**src/rtl/hilo_unit.sv**
```systemverilog
// HI/LO registers and RUN/IDLE sequencing for the multi-cycle multiply/divide path.
// Optional macro HILO_BYPASS_EN: forward mt_data / md results onto hi/lo and release busy in the commit cycle.
package hilo_unit_pkg;
  typedef logic [4:0] ctrl_alu_op_t;
  localparam ctrl_alu_op_t ALU_OP_MULT  = 5'd16;
  localparam ctrl_alu_op_t ALU_OP_MULTU = 5'd17;
  localparam ctrl_alu_op_t ALU_OP_DIV   = 5'd18;
  localparam ctrl_alu_op_t ALU_OP_DIVU  = 5'd19;
endpackage

module hilo_unit
  import hilo_unit_pkg::*;
#(
  parameter int unsigned MULT_LAT = 4,
  parameter int unsigned DIV_LAT  = 32
) (
  input  logic        clk,
  input  logic        resetn,
  input  logic        req_valid,
  input  logic [4:0]  req_op,
  input  logic [31:0] req_a,
  input  logic [31:0] req_b,
  output logic        req_ready,
  input  logic        flush,
  input  logic        mt_hi_en,
  input  logic        mt_lo_en,
  input  logic [31:0] mt_data,
  output logic [31:0] md_a,
  output logic [31:0] md_b,
  output logic [4:0]  md_op,
  input  logic [31:0] md_hi,
  input  logic [31:0] md_lo,
  output logic [31:0] hi,
  output logic [31:0] lo,
  output logic        busy
);

  localparam int unsigned MAX_LAT = (MULT_LAT > DIV_LAT) ? MULT_LAT : DIV_LAT;
  localparam int unsigned CNT_W   = (MAX_LAT > 1) ? $clog2(MAX_LAT) : 1;

  typedef enum logic {IDLE, RUN} state_t;

  state_t             state;
  logic [CNT_W-1:0]   cnt;
  logic [31:0]        hi_q;
  logic [31:0]        lo_q;
  logic               op_ok;
  logic               op_div;
  logic               accept;

  always_comb begin
    op_ok  = req_op inside {ALU_OP_MULT, ALU_OP_MULTU, ALU_OP_DIV, ALU_OP_DIVU};
    op_div = req_op inside {ALU_OP_DIV, ALU_OP_DIVU};
    accept = (state == IDLE) && req_valid && op_ok && !flush;
  end

  always_ff @(posedge clk) begin
    if (!resetn) begin
      state <= IDLE;
      cnt   <= '0;
      md_a  <= '0;
      md_b  <= '0;
      md_op <= ALU_OP_MULTU;
      hi_q  <= '0;
      lo_q  <= '0;
    end else begin
      unique case (state)
        IDLE: begin
          // mt writes land even when an op is accepted; its commit overwrites later
          if (mt_hi_en) hi_q <= mt_data;
          if (mt_lo_en) lo_q <= mt_data;
          if (accept) begin
            md_a  <= req_a;
            md_b  <= req_b;
            md_op <= req_op;
            cnt   <= op_div ? CNT_W'(DIV_LAT - 1) : CNT_W'(MULT_LAT - 1);
            state <= RUN;
          end
        end
        RUN: begin
          if (flush) begin
            cnt   <= '0;
            state <= IDLE;
          end else if (cnt != '0) begin
            cnt <= cnt - 1'b1;
          end else begin
            hi_q  <= md_hi;
            lo_q  <= md_lo;
            state <= IDLE;
          end
        end
      endcase
    end
  end

  always_comb begin
    req_ready = (state == IDLE);
    hi        = hi_q;
    lo        = lo_q;
`ifdef HILO_BYPASS_EN
    busy = (state == RUN) && (cnt != '0);
    if (state == IDLE) begin
      if (mt_hi_en) hi = mt_data;
      if (mt_lo_en) lo = mt_data;
    end else if (cnt == '0) begin
      hi = md_hi;
      lo = md_lo;
    end
`else
    busy = (state == RUN);
`endif
  end

endmodule

```
**config.mk**
```make
export PLATFORM = sky130hd
export DESIGN_NAME = hilo_unit
export DESIGN_NICKNAME = d
export VERILOG_FILES = /design/src/rtl/hilo_unit.sv
export SDC_FILE = /design/constraint.sdc
export NUM_CORES = 1
export LEC_CHECK = 0
export CORE_MARGIN = 2
export CORE_UTILIZATION = 38
export DETAILED_ROUTE_END_ITERATION = 6
export GPL_TIMING_DRIVEN = 1
export PLACE_DENSITY_LB_ADDON = 0.05
export REMOVE_ABC_BUFFERS = 1
export SYNTH_ARGS = -nofsm -noshare
export SYNTH_HDL_FRONTEND = slang
export SYNTH_SLANG_ARGS = --single-unit
```
**constraint.sdc**
```tcl
create_clock -name clk -period 2.3 [get_ports clk]
set_input_delay 0.345 -clock clk [delete_from_list [all_inputs] [get_ports clk]]
set_output_delay 0.345 -clock clk [all_outputs]
set_load 0.005 [all_outputs]
```
==> results.sh <==
export IMPL_outcome="completed"
export IMPL_vias_per_cell=4.88
export IMPL_drive_gt1_share_pct=4.97
export IMPL_boundaryPins=306
export IMPL_final_antenna_net_count=0
export IMPL_worstHoldPathType="input pin to register"
export IMPL_power_leakage_nw=4.51
export IMPL_rows=45
export IMPL_cp_end_kind="output port"
export IMPL_tns_ns=0
export IMPL_r2r_setup_slack_ns=0.36
export IMPL_h_tree_depth=4
export IMPL_avgSynthCellArea_um2=9.89
export IMPL_pwr_share_comb_pct=14.1
export IMPL_die_area_um2=16300
export IMPL_period_needed_ns=2.00
export IMPL_ys_ff_latch=139
export IMPL_path_class="register to output port"
export IMPL_reg2reg_from="cnt[0]"
export IMPL_synth_top_flop_cell="dfxtp_1"
export IMPL_ys_top_cells_by_count="dfxtp_1, nor2b_1, nand2_1, a21oi_1, mux2i_1"
export IMPL_rsz0062_at_grt="no"
export IMPL_fp_dieH_um=128
export IMPL_min_to="md_op[0]"
export IMPL_cts_root_buffer="clkbuf_16"
export IMPL_start_util_pct=38.5
export IMPL_yosys_warnings=0
export IMPL_fill_cells=1226
export IMPL_wl_mm=17.1
export IMPL_vdd_ir_drop_max_v=0.000430
export IMPL_reg2reg_to="hi[25]"
export IMPL_antenna_found_initial=0
export IMPL_nets=1045
export IMPL_cts_buffer_depth=2
export IMPL_fin_crit_sh_pct=86.9
export IMPL_postCtsSetupBuffers=0
export IMPL_synthDistinctLibCells=36
export IMPL_clock_latency_ns=0.41
export IMPL_fmax_mhz=501
export IMPL_async_flop_share_pct=0
export IMPL_core_area_um2=15100
export IMPL_grt_use_total_pct=20.3
export IMPL_clock_power_share_pct=43.7
export IMPL_grt_overflow=0
export IMPL_die_w_um=128
export IMPL_min_path_cells=2
export IMPL_cts_resized=0
export IMPL_synth_edf_count=0
export IMPL_switchingPower_mw=1.31
export IMPL_p_sw_share_pct=21.6
export IMPL_ys_seq_area_share_pct=47.8
export IMPL_avgRoutedWirePerCell_um=15.9
export IMPL_sequentialPowerShare_pct=42.3
export IMPL_route_detailed_drc=0
export IMPL_vias=5241
export IMPL_grt_max_degree=79
export IMPL_path_clk_slew_ns=0.05
export IMPL_mappedNetlistArea_um2=5820
export IMPL_tightest_slew_ns=0.516
export IMPL_numPortBuffers=305
export IMPL_multi_input_area_um2=2800
export IMPL_cts_tree="done"
export IMPL_instances_no_fill=1075
export IMPL_cp_arrival_ns=1.65
export IMPL_hold_violations=0
export IMPL_maxCapViolCount=0
export IMPL_synth_largest_area_cell="dfxtp_1"
export IMPL_dp_cells=1042
export IMPL_dp_hpwl_mm=12.5
export IMPL_postLayoutCoreUtil_pct=63.5
export IMPL_clkSinkCount=139
export IMPL_crit_fanout=27
export IMPL_synth_most_common_cell="dfxtp_1"
export IMPL_cts_hold_buf=0
export IMPL_relSlewSlack_pct=65.6
export IMPL_cp_required_ns=1.96
export IMPL_synth_area_leaders="dfxtp_1, mux2i_1, o211a_1"
export IMPL_regArea_um2=2790
export IMPL_start_kind="register"
export IMPL_cts_buffers=17
export IMPL_yosysTopAreaCellShare_pct=47.8
export IMPL_finalPower_mw=6.07
export IMPL_synth_cells=588
export IMPL_p_int_mw=4.76
export IMPL_drtIter0Drc=211
export IMPL_place_congestion=0.866
export IMPL_r2r_cells=7
export IMPL_pwr_density_cell_nw_per_um2=634
export IMPL_layout_area_overhead_vs_synth_pct=64.7
export IMPL_finalSetupViolCount=0
export IMPL_fin_worst_skew_ns=0.0115
export IMPL_hold_start="resetn"
export IMPL_first_global_vias=5248
export IMPL_worst_hold_slack_ns=0.363
export IMPL_grt_pass1_wl_mm=26.0
export IMPL_dr_pass1_iters=4
export IMPL_slew_viol_final=0
cell type report:
class | instances | share of cell area [%]
flip-flops and latches | 139 | 29.1
repair buffers | 314 | 33.1
well taps | 188 | 2.46
diodes | 1 | 0.0261
clock buffers | 25 | 5.07
inverters | 3 | 0.118
clock inverters | 7 | 0.927
multi-input cells | 398 | 29.3
how the worst max path moves through the flow:
stage / from / end / slack [ns] / cells past startpoint
CTS: busy / req_ready / 0.27 / 2
global route: busy / req_ready / 0.22 / 2
detailed placement: flush / hi[25] / 0.26 / 6
floorplan: busy / md_op[2] / -3.44 / 3
finish: busy / req_ready / 0.30 / 2
global placement: flush / hi[6] / 0.32 / 6
registers in the layout, indices dropped and copies added, names as in the netlist:
register	cells
md_a	32
lo	32
md_b	32
hi	32
md_op	5
cnt	5
busy	1
cells by family (layout without fill, tap and decap cells):
logic type,count (synthesis),after routing,synth area share (%)
flip-flops,139,139,47.8
other,0,1,0
adder cells (fa/ha/maj),1,1,0.215
XOR/XNOR,2,2,0.301
multiplexers,66,66,11.4
AND/OR/NAND/NOR,185,185,17.1
buffers and inverters,51,349,3.98
AO/OA/AOI/OAI,144,144,19.3
critical path, cell delays in order (launching register included):
cell and delay (ns):
dfxtp_4 0.43, inv_1 0.24, clkdlybuf4s50_1 0.57
power by group through the flow:
stage | logic [mW] | registers (mW) | clock network [mW]
after global routing | 0.920 | 2.58 | 2.84
final | 0.853 | 2.56 | 2.65
after detailed placement | 0.856 | 2.61 | 0
after CTS | 0.862 | 2.57 | 2.71
after floorplan | 0.257 | 2.62 | 0
after global placement | 0.845 | 2.61 | 0
metrics by stage:
step | instance area (µm²) | setup slack [ns]
after floorplan | 5600 | -3.44
after global placement | 9000 | 0.318
after detailed placement | 9000 | 0.260
after CTS | 9580 | 0.272
after global routing | 9580 | 0.222
final | 9580 | 0.302
layer usage:
layer	part of all wire [%]	GRT usage, %
met2	47	33.9
met4	1.7	7.43
met3	9.5	9.56
met5	0	0
met1	42	22.6
placed cells by master (no fill, tap or decap), types with 3 or more instances in the layout:
cell,synthesis,layout
nand2b_1,3,3
buf_4,0,6
o211a_1,65,65
clkinv_2,0,4
inv_1,3,3
clkbuf_1,19,5
nand2_1,68,68
clkdlybuf4s50_1,0,304
a21oi_1,66,66
mux2i_1,66,66
clkbuf_16,0,17
buf_12,0,4
nor2b_1,98,98
clkbuf_8,0,3
dfxtp_1,139,138
Note: power is estimated with default switching activity, not from simulation.
